===== src/rtl/multicycle_controller_pkg.sv =====
// Shared encodings for the multicycle RV32I control path: FSM states,
// opcodes and every datapath select/op code driven by the controller.
package mc_pkg;

  typedef enum logic [3:0] {
    S_FETCH,
    S_DECODE,
    S_MEM_ADR,
    S_MEM_READ,
    S_MEM_WB,
    S_MEM_WRITE,
    S_EXEC_R,
    S_EXEC_I,
    S_ALU_WB,
    S_BRANCH,
    S_JAL
  } mc_state_t;

  typedef enum logic [1:0] {
    ALUOP_ADD   = 2'b00,
    ALUOP_SUB   = 2'b01,
    ALUOP_FUNCT = 2'b10
  } alu_op_t;

  localparam logic [6:0] OP_LW  = 7'b0000011;
  localparam logic [6:0] OP_SW  = 7'b0100011;
  localparam logic [6:0] OP_R   = 7'b0110011;
  localparam logic [6:0] OP_I   = 7'b0010011;
  localparam logic [6:0] OP_BR  = 7'b1100011;
  localparam logic [6:0] OP_JAL = 7'b1101111;

  localparam logic [2:0] ALU_ADD = 3'b000;
  localparam logic [2:0] ALU_SUB = 3'b001;
  localparam logic [2:0] ALU_AND = 3'b010;
  localparam logic [2:0] ALU_OR  = 3'b011;
  localparam logic [2:0] ALU_SLT = 3'b101;

  localparam logic [1:0] RES_ALUOUT  = 2'b00;
  localparam logic [1:0] RES_MEMDATA = 2'b01;
  localparam logic [1:0] RES_ALU     = 2'b10;

  localparam logic [1:0] SRCA_PC    = 2'b00;
  localparam logic [1:0] SRCA_OLDPC = 2'b01;
  localparam logic [1:0] SRCA_RS1   = 2'b10;

  localparam logic [1:0] SRCB_RS2  = 2'b00;
  localparam logic [1:0] SRCB_IMM  = 2'b01;
  localparam logic [1:0] SRCB_FOUR = 2'b10;

  localparam logic [1:0] IMM_I = 2'b00;
  localparam logic [1:0] IMM_S = 2'b01;
  localparam logic [1:0] IMM_B = 2'b10;
  localparam logic [1:0] IMM_J = 2'b11;

endpackage


===== src/rtl/multicycle_controller_if.sv =====
// Controller <-> datapath bundle: latched instruction fields and flags in,
// selects and write enables out.
interface multicycle_controller_if;
  logic [6:0] opcode;
  logic [2:0] funct_3;
  logic [6:0] funct_7;
  logic       zero;
  logic       mem_ready;

  logic       pc_write;
  logic       adr_src;
  logic       mem_write;
  logic       ir_write;
  logic [1:0] result_src;
  logic [1:0] alu_src_a;
  logic [1:0] alu_src_b;
  logic [2:0] alu_ctrl;
  logic [1:0] imm_src;
  logic       reg_write;
  logic       instr_done;
  logic       illegal;

  modport master (
    input  opcode, funct_3, funct_7, zero, mem_ready,
    output pc_write, adr_src, mem_write, ir_write, result_src, alu_src_a,
           alu_src_b, alu_ctrl, imm_src, reg_write, instr_done, illegal
  );

  modport slave (
    output opcode, funct_3, funct_7, zero, mem_ready,
    input  pc_write, adr_src, mem_write, ir_write, result_src, alu_src_a,
           alu_src_b, alu_ctrl, imm_src, reg_write, instr_done, illegal
  );
endinterface


===== src/rtl/multicycle_controller_alu_dec.sv =====
// ALU decoder: maps the FSM's alu_op plus funct fields onto an ALU operation.
module mc_alu_dec
  import mc_pkg::*;
(
  input  alu_op_t    alu_op_i,
  input  logic [2:0] funct_3_i,
  input  logic       op5_i,
  input  logic       funct7_5_i,
  output logic [2:0] alu_ctrl_o
);

  always_comb begin
    alu_ctrl_o = ALU_ADD;
    case (alu_op_i)
      ALUOP_SUB: alu_ctrl_o = ALU_SUB;
      ALUOP_FUNCT: begin
        case (funct_3_i)
          // sub only for R-type; I-type addi reuses funct_7 bits as immediate
          3'b000:  alu_ctrl_o = (op5_i && funct7_5_i) ? ALU_SUB : ALU_ADD;
          3'b010:  alu_ctrl_o = ALU_SLT;
          3'b110:  alu_ctrl_o = ALU_OR;
          3'b111:  alu_ctrl_o = ALU_AND;
          default: alu_ctrl_o = ALU_ADD;
        endcase
      end
      default: alu_ctrl_o = ALU_ADD;
    endcase
  end

endmodule


===== src/rtl/multicycle_controller.sv =====
// Multicycle RV32I control FSM: sequences fetch/decode/execute per instruction
// class and drives every datapath select and enable, stalling on mem_ready.
module multicycle_controller
  import mc_pkg::*;
(
  input  logic                   clk,
  input  logic                   rst,
  multicycle_controller_if.master bus
);

  mc_state_t  state_q, state_d;
  alu_op_t    alu_op;
  logic       pc_write_c, ir_write_c, mem_write_c, reg_write_c, done_c, illegal_c;
  logic       adr_src_c;
  logic [1:0] result_src_c, src_a_c, src_b_c;
  logic       unused_funct_7;

  assign unused_funct_7 = ^{bus.funct_7[6], bus.funct_7[4:0]};

  always_ff @(posedge clk or negedge rst) begin
    if (!rst) state_q <= S_FETCH;
    else      state_q <= state_d;
  end

  always_comb begin
    state_d      = state_q;
    alu_op       = ALUOP_ADD;
    pc_write_c   = 1'b0;
    ir_write_c   = 1'b0;
    mem_write_c  = 1'b0;
    reg_write_c  = 1'b0;
    done_c       = 1'b0;
    illegal_c    = 1'b0;
    adr_src_c    = 1'b0;
    result_src_c = RES_ALUOUT;
    src_a_c      = SRCA_PC;
    src_b_c      = SRCB_RS2;
    case (state_q)
      S_FETCH: begin
        src_b_c      = SRCB_FOUR;
        result_src_c = RES_ALU;
        pc_write_c   = bus.mem_ready;
        ir_write_c   = bus.mem_ready;
        if (bus.mem_ready) state_d = S_DECODE;
      end
      S_DECODE: begin
        src_a_c = SRCA_OLDPC;
        src_b_c = SRCB_IMM;
        case (bus.opcode)
          OP_LW, OP_SW: state_d = S_MEM_ADR;
          OP_R:         state_d = S_EXEC_R;
          OP_I:         state_d = S_EXEC_I;
          OP_BR:        state_d = S_BRANCH;
          OP_JAL:       state_d = S_JAL;
          default: begin
            state_d   = S_FETCH;
            illegal_c = 1'b1;
            done_c    = 1'b1;
          end
        endcase
      end
      S_MEM_ADR: begin
        src_a_c = SRCA_RS1;
        src_b_c = SRCB_IMM;
        state_d = (bus.opcode == OP_SW) ? S_MEM_WRITE : S_MEM_READ;
      end
      S_MEM_READ: begin
        adr_src_c = 1'b1;
        if (bus.mem_ready) state_d = S_MEM_WB;
      end
      S_MEM_WB: begin
        result_src_c = RES_MEMDATA;
        reg_write_c  = 1'b1;
        done_c       = 1'b1;
        state_d      = S_FETCH;
      end
      S_MEM_WRITE: begin
        adr_src_c   = 1'b1;
        mem_write_c = 1'b1;
        if (bus.mem_ready) begin
          done_c  = 1'b1;
          state_d = S_FETCH;
        end
      end
      S_EXEC_R: begin
        src_a_c = SRCA_RS1;
        alu_op  = ALUOP_FUNCT;
        state_d = S_ALU_WB;
      end
      S_EXEC_I: begin
        src_a_c = SRCA_RS1;
        src_b_c = SRCB_IMM;
        alu_op  = ALUOP_FUNCT;
        state_d = S_ALU_WB;
      end
      S_ALU_WB: begin
        reg_write_c = 1'b1;
        done_c      = 1'b1;
        state_d     = S_FETCH;
      end
      S_BRANCH: begin
        src_a_c    = SRCA_RS1;
        alu_op     = ALUOP_SUB;
        pc_write_c = bus.zero ^ bus.funct_3[0];
        done_c     = 1'b1;
        state_d    = S_FETCH;
      end
      S_JAL: begin
        // ALU forms the link value while the PC takes the target from DECODE
        src_a_c    = SRCA_OLDPC;
        src_b_c    = SRCB_FOUR;
        pc_write_c = 1'b1;
        state_d    = S_ALU_WB;
      end
      default: state_d = S_FETCH;
    endcase
  end

  mc_alu_dec u_alu_dec (
    .alu_op_i   (alu_op),
    .funct_3_i  (bus.funct_3),
    .op5_i      (bus.opcode[5]),
    .funct7_5_i (bus.funct_7[5]),
    .alu_ctrl_o (bus.alu_ctrl)
  );

  always_comb begin
    case (bus.opcode)
      OP_LW, OP_I: bus.imm_src = IMM_I;
      OP_SW:       bus.imm_src = IMM_S;
      OP_BR:       bus.imm_src = IMM_B;
      OP_JAL:      bus.imm_src = IMM_J;
      default:     bus.imm_src = IMM_I;
    endcase
  end

  // Enables are gated by reset directly so an abort needs no clock edge.
  assign bus.pc_write   = rst & pc_write_c;
  assign bus.ir_write   = rst & ir_write_c;
  assign bus.mem_write  = rst & mem_write_c;
  assign bus.reg_write  = rst & reg_write_c;
  assign bus.instr_done = rst & done_c;
  assign bus.illegal    = rst & illegal_c;
  assign bus.adr_src    = adr_src_c;
  assign bus.result_src = result_src_c;
  assign bus.alu_src_a  = src_a_c;
  assign bus.alu_src_b  = src_b_c;

endmodule


===== src/flat_wrapper.sv =====
// flat-port wrapper written by rule: the top's interface ports become plain ports
module multicycle_controller_flat import mc_pkg::*;
  (clk, rst, bus_opcode, bus_funct_3, bus_funct_7, bus_zero, bus_mem_ready, bus_pc_write, bus_adr_src, bus_mem_write, bus_ir_write, bus_result_src, bus_alu_src_a, bus_alu_src_b, bus_alu_ctrl, bus_imm_src, bus_reg_write, bus_instr_done, bus_illegal);
  multicycle_controller_if bus_i ();
  input  logic clk;
  input  logic rst;
  input wire logic [$bits(bus_i.opcode)-1:0] bus_opcode;
  input wire logic [$bits(bus_i.funct_3)-1:0] bus_funct_3;
  input wire logic [$bits(bus_i.funct_7)-1:0] bus_funct_7;
  input wire logic [$bits(bus_i.zero)-1:0] bus_zero;
  input wire logic [$bits(bus_i.mem_ready)-1:0] bus_mem_ready;
  output wire logic [$bits(bus_i.pc_write)-1:0] bus_pc_write;
  output wire logic [$bits(bus_i.adr_src)-1:0] bus_adr_src;
  output wire logic [$bits(bus_i.mem_write)-1:0] bus_mem_write;
  output wire logic [$bits(bus_i.ir_write)-1:0] bus_ir_write;
  output wire logic [$bits(bus_i.result_src)-1:0] bus_result_src;
  output wire logic [$bits(bus_i.alu_src_a)-1:0] bus_alu_src_a;
  output wire logic [$bits(bus_i.alu_src_b)-1:0] bus_alu_src_b;
  output wire logic [$bits(bus_i.alu_ctrl)-1:0] bus_alu_ctrl;
  output wire logic [$bits(bus_i.imm_src)-1:0] bus_imm_src;
  output wire logic [$bits(bus_i.reg_write)-1:0] bus_reg_write;
  output wire logic [$bits(bus_i.instr_done)-1:0] bus_instr_done;
  output wire logic [$bits(bus_i.illegal)-1:0] bus_illegal;
  assign bus_i.opcode = bus_opcode;
  assign bus_i.funct_3 = bus_funct_3;
  assign bus_i.funct_7 = bus_funct_7;
  assign bus_i.zero = bus_zero;
  assign bus_i.mem_ready = bus_mem_ready;
  assign bus_pc_write = bus_i.pc_write;
  assign bus_adr_src = bus_i.adr_src;
  assign bus_mem_write = bus_i.mem_write;
  assign bus_ir_write = bus_i.ir_write;
  assign bus_result_src = bus_i.result_src;
  assign bus_alu_src_a = bus_i.alu_src_a;
  assign bus_alu_src_b = bus_i.alu_src_b;
  assign bus_alu_ctrl = bus_i.alu_ctrl;
  assign bus_imm_src = bus_i.imm_src;
  assign bus_reg_write = bus_i.reg_write;
  assign bus_instr_done = bus_i.instr_done;
  assign bus_illegal = bus_i.illegal;
  multicycle_controller u_core (.clk(clk), .rst(rst), .bus(bus_i));
endmodule

===== config.mk =====
export PLATFORM = sky130hd
export DESIGN_NAME = multicycle_controller_flat
export DESIGN_NICKNAME = d
export VERILOG_FILES = /design/src/rtl/multicycle_controller_pkg.sv /design/src/rtl/multicycle_controller_if.sv /design/src/rtl/multicycle_controller_alu_dec.sv /design/src/rtl/multicycle_controller.sv /design/src/flat_wrapper.sv
export SDC_FILE = /design/constraint.sdc
export NUM_CORES = 1
export LEC_CHECK = 0
export CORE_UTILIZATION = 38
export CTS_CLUSTER_DIAMETER = 80
export DETAILED_ROUTE_END_ITERATION = 16
export PLACE_DENSITY = 0.91
export SLEW_MARGIN = 10
export SYNTH_ARGS = -nofsm -noshare
export SYNTH_HDL_FRONTEND = slang
export SYNTH_SLANG_ARGS = --single-unit

===== constraint.sdc =====
create_clock -name clk -period 2 [get_ports clk]
set_input_delay 0.2 -clock clk [delete_from_list [all_inputs] [get_ports clk]]
set_output_delay 0.2 -clock clk [all_outputs]
set_load 0.02 [all_outputs]

# After elaboration in Yosys (flattened, before gate mapping)
# Index checks and enable logic that the tools add are counted.
# Widths: inputs -> output; s select.
dict set report totals {
  ff_bits 4
  input_bits 21
  out_inout_bits 18
  word_cells 70
}
dict set report op_classes {
  eq_ne 24
  muxes 23
  bitwise_logic 7
  n_reduce_logical 15
}
# op n
set ops {}
lappend ops {{$pmux 4 s6} 1}
lappend ops {{$pmux 4 s5} 1}
lappend ops {{$eq 4x3->1 const B} 4}
lappend ops {{$pmux 2 s2} 4}
lappend ops {{$eq 7x6->1 const B} 2}
lappend ops {{$eq 7x7->1 const B} 2}
lappend ops {{$eq 4x4->1 const B} 3}
lappend ops {{$mux 4} 3}
lappend ops {{$pmux 3 s4} 1}
lappend ops {{$reduce_or 2->1} 6}
lappend ops {{$reduce_or 3->1} 3}
lappend ops {{$eq 4x2->1 const B} 2}
lappend ops {{$mux 1} 8}
lappend ops {{$eq 7x2->1 const B} 1}
lappend ops {{$eq 7x5->1 const B} 1}
lappend ops {{$and 1x1->1} 6}
lappend ops {{$eq 3x3->1 const B} 2}
lappend ops {{$ne 2x2->1 const B} 3}
lappend ops {{$pmux 1 s3} 2}
lappend ops {{$pmux 2 s3} 1}
lappend ops {{$pmux 3 s2} 1}
lappend ops {{$reduce_or 6->1} 1}
lappend ops {{$eq 4x1->1 const B} 1}
lappend ops {{$logic_not 4->1} 1}
lappend ops {{9 further kinds} 9}

# Logic depth before layout (Yosys ltp)
dict set report logic_depth {
  ltp_word 5
  ltp_mapped 8
  mapped_depth_nobuf 7
}

# Modules after synthesis
# From an unflattened synthesis, not the netlist that was laid out.
dict set report hier_totals {
  hier_cells 103
  area_unflattened_um2 713.2
}
# module n_inst cells_each area_per_inst_um2 seq_area_each_um2
set modules_own_cells {}
lappend modules_own_cells {multicycle_controller 1 92 616.8 100.1}
lappend modules_own_cells {mc_alu_dec 1 11 96.3 0.0}

# Worst setup path after synthesis
# OpenSTA, ideal clock, no wires.
dict set report synth_path {
  path_kind {register to output}
  startpoint {reg u_core.state_q[3]}
  endpoint {out bus_alu_ctrl[2]}
  arrival_ns 1.780
  required_ns 1.800
  slack_ns 0.020
  stages_incl_launch_ff 6
  path_buffers 1
  path_cell_list {dfrtp_1 > buf_2 > nor2b_1 > nand2_1 > ha_1 > nor4_1}
}
dict set report synth_via {
  elab_chain_len 5
  elab_cells_between_ends 8
  cone_classes {eq/ne: 5; mux: 2; reduce/logical: 1}
}
# element line
set synth_lines {}
lappend synth_lines {{from (decl)} multicycle_controller.sv:11} ;# mc_state_t state_q, state_d;
lappend synth_lines {{from (signal assigned)} multicycle_controller.sv:22} ;# else state_q <= state_d;
lappend synth_lines {{$eq 4x3->1} multicycle_controller.sv:38} ;# case (state_q)
lappend synth_lines {{$reduce_or 2->1 (no line)} --}
lappend synth_lines {{$pmux 2 s2 (*)} multicycle_controller.sv:38}
lappend synth_lines {{$eq 2x2->1 or $eq 2x1->1 (tied branches)} multicycle_controller_alu_dec.sv:14} ;# case (alu_op_i)
lappend synth_lines {{$pmux 3 s2 (*)} multicycle_controller_alu_dec.sv:14}
lappend synth_lines {{to (decl)} flat_wrapper.sv:19} ;# output wire logic [$bits(bus_i.alu_ctrl)-1:0] bus_alu_ctrl;
# Every way passes the cells marked *; elsewhere a longest branch is shown, timed or not.

# Worst setup path in the final report
dict set report layout_path {
  startpoint {reg u_core.state_q[3]}
  endpoint {out bus_adr_src}
}
dict set report layout_via {
  elab_chain_len 3
  elab_cells_between_ends 4
  cone_classes {eq/ne: 2; mux: 1; reduce/logical: 1}
}
# element line
set layout_lines {}
lappend layout_lines {{$eq 4x2->1 or $eq 4x3->1 (tied branches)} multicycle_controller.sv:38}
lappend layout_lines {{$reduce_or 2->1 (no line) (*)} --}
lappend layout_lines {{$mux 1 (*)} multicycle_controller.sv:38}
lappend layout_lines {{to (decl)} flat_wrapper.sv:13} ;# output wire logic [$bits(bus_i.adr_src)-1:0] bus_adr_src;
# Marks and branches as above.

==> out/results.tsv <==
stage	metric	value	unit
power_and_ir_drop	P_leak	0.6511	nW
routing	routed vias	981	
final_layout	non-filler instance count after layout	181	
clock_tree	H-tree Lvls	1	
routing	DR pass1 iterations	4	
power_and_ir_drop	Seq pwr share	22.4	%
worst_setup_path	Crit Path Class	flip-flop to output port	
clock_tree	Root Driver	clkbuf_4	
logic_synthesis	mean area per synthesized cell	7.239	sq um
global_route	first-pass GRT wire length	3.815	mm
run	maxcap violations	0	
global_route	gr usage total	26.04	%
floorplan	row count	15	
clock_tree	hold buffers post-CTS	0	
routing	initial detailed-routing violation count	23	
logic_synthesis	Synthesized Nets	121	
power_and_ir_drop	share of power burned in combinational logic	50.9	%
floorplan	die area	2043	sq um
logic_synthesis	Mapped Area	709.4	sq um
logic_synthesis	post-synthesis instance total	98	
final_layout	# fillers	145	
power_and_ir_drop	pwr dens	312.0	nW/um^2
routing	ANT nets after route	0	
floorplan	Starting Density	40.65	%
worst_setup_path	Worst Setup SP	u_core.state_q[3]$_DFFE_PN0P_	
logic_synthesis	Yosys cell types	39	
placed_design	DP Worst Slack	-250.2	ps
power_and_ir_drop	sw frac	34.71	%
global_route	global-route congestion overflow total	0	
placed_design	Buffers on Ports	32	
logic_synthesis	share of Yosys cell area claimed by the top area cell type	14.11	%
worst_setup_path	CP Capture Type	output port	
worst_hold_path	worst min path class	input port to asynchronous set/reset pin	
final_layout	register bank with the most flops	u_core.state_q	
sta	actual slew at the worst max-slew pin	362.4	ps
worst_setup_path	Worst Path Max Fanout	6	
logic_synthesis	Post-synth EDFFs	0	
global_route	largest net degree at the start of global routing	14	
logic_synthesis	Main synth FF type	dfrtp_1	
floorplan	io pins	39	
power_and_ir_drop	IR drop worst, VDD	0.0003483	V
floorplan	die span in x	45.21	um
routing	# DRC	0	
routing	Vias/cell	5.420	
global_route	vias in the first global route	924	
power_and_ir_drop	P_sw	0.0001350	W
sta	slew margin rel.	75.62	%
final_layout	synthesis-to-finish area growth	75.66	%
worst_setup_path	reg2reg start	u_core.state_q[3]$_DFFE_PN0P_	
sta	Final Hold Viols	0	
logic_synthesis	asr flop ratio synth	100.0	%
clock_tree	clock buffer depth	2	
clock_tree	worst skew pair latency	230	ps
sta	final worst setup slack	49.89	ps
logic_synthesis	top cells by area, synth	dfrtp_1 14%, nand2b_1 5.3%, nor2b_1 5.3%, a21oi_1 4.9%, xnor2_1 4.9%	
clock_tree	cts bufs inserted	3	
final_layout	n_diodes	0	
clock_tree	CTS tree	built	
placed_design	Placed Instances	177	
power_and_ir_drop	Internal	0.0002539	W
global_route	antenna violations before repair	0	
worst_setup_path	Req. time, crit path	1800	ps
routing	Avg WL per Cell	13.36	um
sta	RSZ-0062 raised after global routing	yes	
logic_synthesis	yosys warns	0	
power_and_ir_drop	Clk pwr share	26.7	%
routing	Detailed Route WL	2.419	mm
worst_setup_path	CP arrival	1750	ps
final_layout	top flop regs	u_core.state_q (4)	
placed_design	GPL Wtd Cong	0.8226	
worst_setup_path	Worst Setup Start Kind	flip-flop	
final_layout	share of layout cells above drive strength 1	27.56	%
sta	Max Clk Rate	512.8	MHz
sta	hold_ws	305.0	ps
final_layout	fin nets	181	
final_layout	max FFs per register	4	
clock_tree	clock slew seen by the registers of the worst setup and hold paths	40	ps
floorplan	core area	1745	sq um
logic_synthesis	Seq cells post-synth	4	
placed_design	HPWL Detailed	1.918	mm
sta	Final Max Slew Viols	0	
sta	clk_skew	0.7963	ps
run_status	outcome	finished, final reports clean	
floorplan	chip height	45.21	um
logic_synthesis	sequential fraction of the synthesis area	14.11	%
sta	period utilization	97.51	%
logic_synthesis	leading area contributor after synthesis	dfrtp_1	
sta	final setup fails	0	
sta	setup TNS	0	ps
clock_tree	CTS Sinks	4	
sta	Tmin final	1950	ps
-- cell type report --
cell class | instances | area [sq um] | area share, %
well taps | 25 | 31.28 | 2.510
multi-input cells | 82 | 553.0 | 44.38
repair buffers | 62 | 519.2 | 41.67
flip-flops and latches | 4 | 101.3 | 8.132
clock buffers | 3 | 22.52 | 1.807
inverters | 5 | 18.77 | 1.506
-- cells in the mapped netlist, types with 2 or more instances --
library cell and instances:
nor3b_1 3, and3_1 4, nor2_1 8, nor3_1 3, buf_4 2, nor2b_1 6, buf_2 5, inv_1 4
o21ai_1 3, a21oi_1 7, nand2_1 6, xor2_1 2, nand2b_1 6, nand3b_1 3, and3b_1 2, nor4_1 2
nand3_1 3, dfrtp_1 4, ha_1 2, xnor2_1 4
-- routing by layer --
layer | global-route usage, % | vias to the layer above | share of wire, %
met5 | 0 | - | 0
met4 | 13.94 | 0 | 1.9
met3 | 3.200 | 6 | 3.6
met2 | 49.28 | 42 | 55
met1 | 27.49 | 462 | 40
li1 | - | 471 | -
-- worst max-delay path, stage by stage (launching register included) --
cell and delay [ps]:
dfrtp_2 440, buf_4 180, nand2b_1 190, nor2_1 110
clkdlybuf4s50_1 600
-- power groups by stage --
stage / Sequential [W] / Combinational, W / Clock, W
detailed placement: 0.0000881 / 0.000208 / 0
CTS: 0.0000870 / 0.000199 / 0.000102
global placement: 0.0000878 / 0.000201 / 0
floorplan: 0.0000867 / 0.0000998 / 0
finish: 0.0000870 / 0.000198 / 0.000104
global route: 0.0000873 / 0.000212 / 0.000112
-- what timing repair did --
| action | in CTS | in global routing |
|---|---|---|
| setup buffers | 1 | 0 |
| cloned | 0 | 0 |
| endpoints found under the setup margin | 15 | 8 |
| resized for setup | 22 | 9 |
| pin swaps | 1 | 0 |
-- kinds of logic after synthesis --
| logic type | after synthesis | share of synthesized area [%] |
|---|---|---|
| xor gates and xnor gates | 6 | 7.407 |
| adders and majority gates | 2 | 3.527 |
| AOI/OAI and AO/OA | 23 | 23.99 |
| DFF | 4 | 14.11 |
| and+or+nand+nor | 51 | 42.68 |
| buffers and inverters | 12 | 8.287 |
-- placed cells by master (no fill, tap or decap), types with 3 or more instances in the layout --
| cell | count |
|---|---|
| a21oi_1 | 7 |
| and3_1 | 4 |
| buf_4 | 31 |
| clkbuf_4 | 3 |
| clkdlybuf4s50_1 | 15 |
| dfrtp_1 | 3 |
| dlygate4sd2_1 | 11 |
| inv_1 | 4 |
| nand2_1 | 6 |
| nand2b_1 | 6 |
| nand3_1 | 3 |
| nand3b_1 | 3 |
| nor2_1 | 8 |
| nor2b_1 | 5 |
| nor3_1 | 3 |
| nor3b_1 | 3 |
| o21ai_1 | 3 |
| xnor2_1 | 4 |
-- final timing paths --
check	endpoint	slack, ps	depth (start not counted)
hold reg to reg	u_core.state_q[0]$_DFFE_PN0P_	670	2
hold / removal	u_core.state_q[0]$_DFFE_PN0P_	310	2
setup reg to reg	u_core.state_q[2]$_DFFE_PN0P_	660	5
max in group asynchronous	u_core.state_q[3]$_DFFE_PN0P_	1570	2
min in group clk	u_core.state_q[0]$_DFFE_PN0P_	670	2
setup / recovery	bus_adr_src	50	4
-- per-stage QoR --
step                      cell area, sq um  util, %  power (W)
after CTS                             1251    71.68  0.0003876
final                                 1246    71.40  0.0003888
after detailed placement              1239    70.97  0.0002959
after floorplan                      709.4        -  0.0001865
after global routing                  1246    71.40  0.0004111
after global placement                1239    70.97  0.0002887
(Power assumes the default switching activity.)
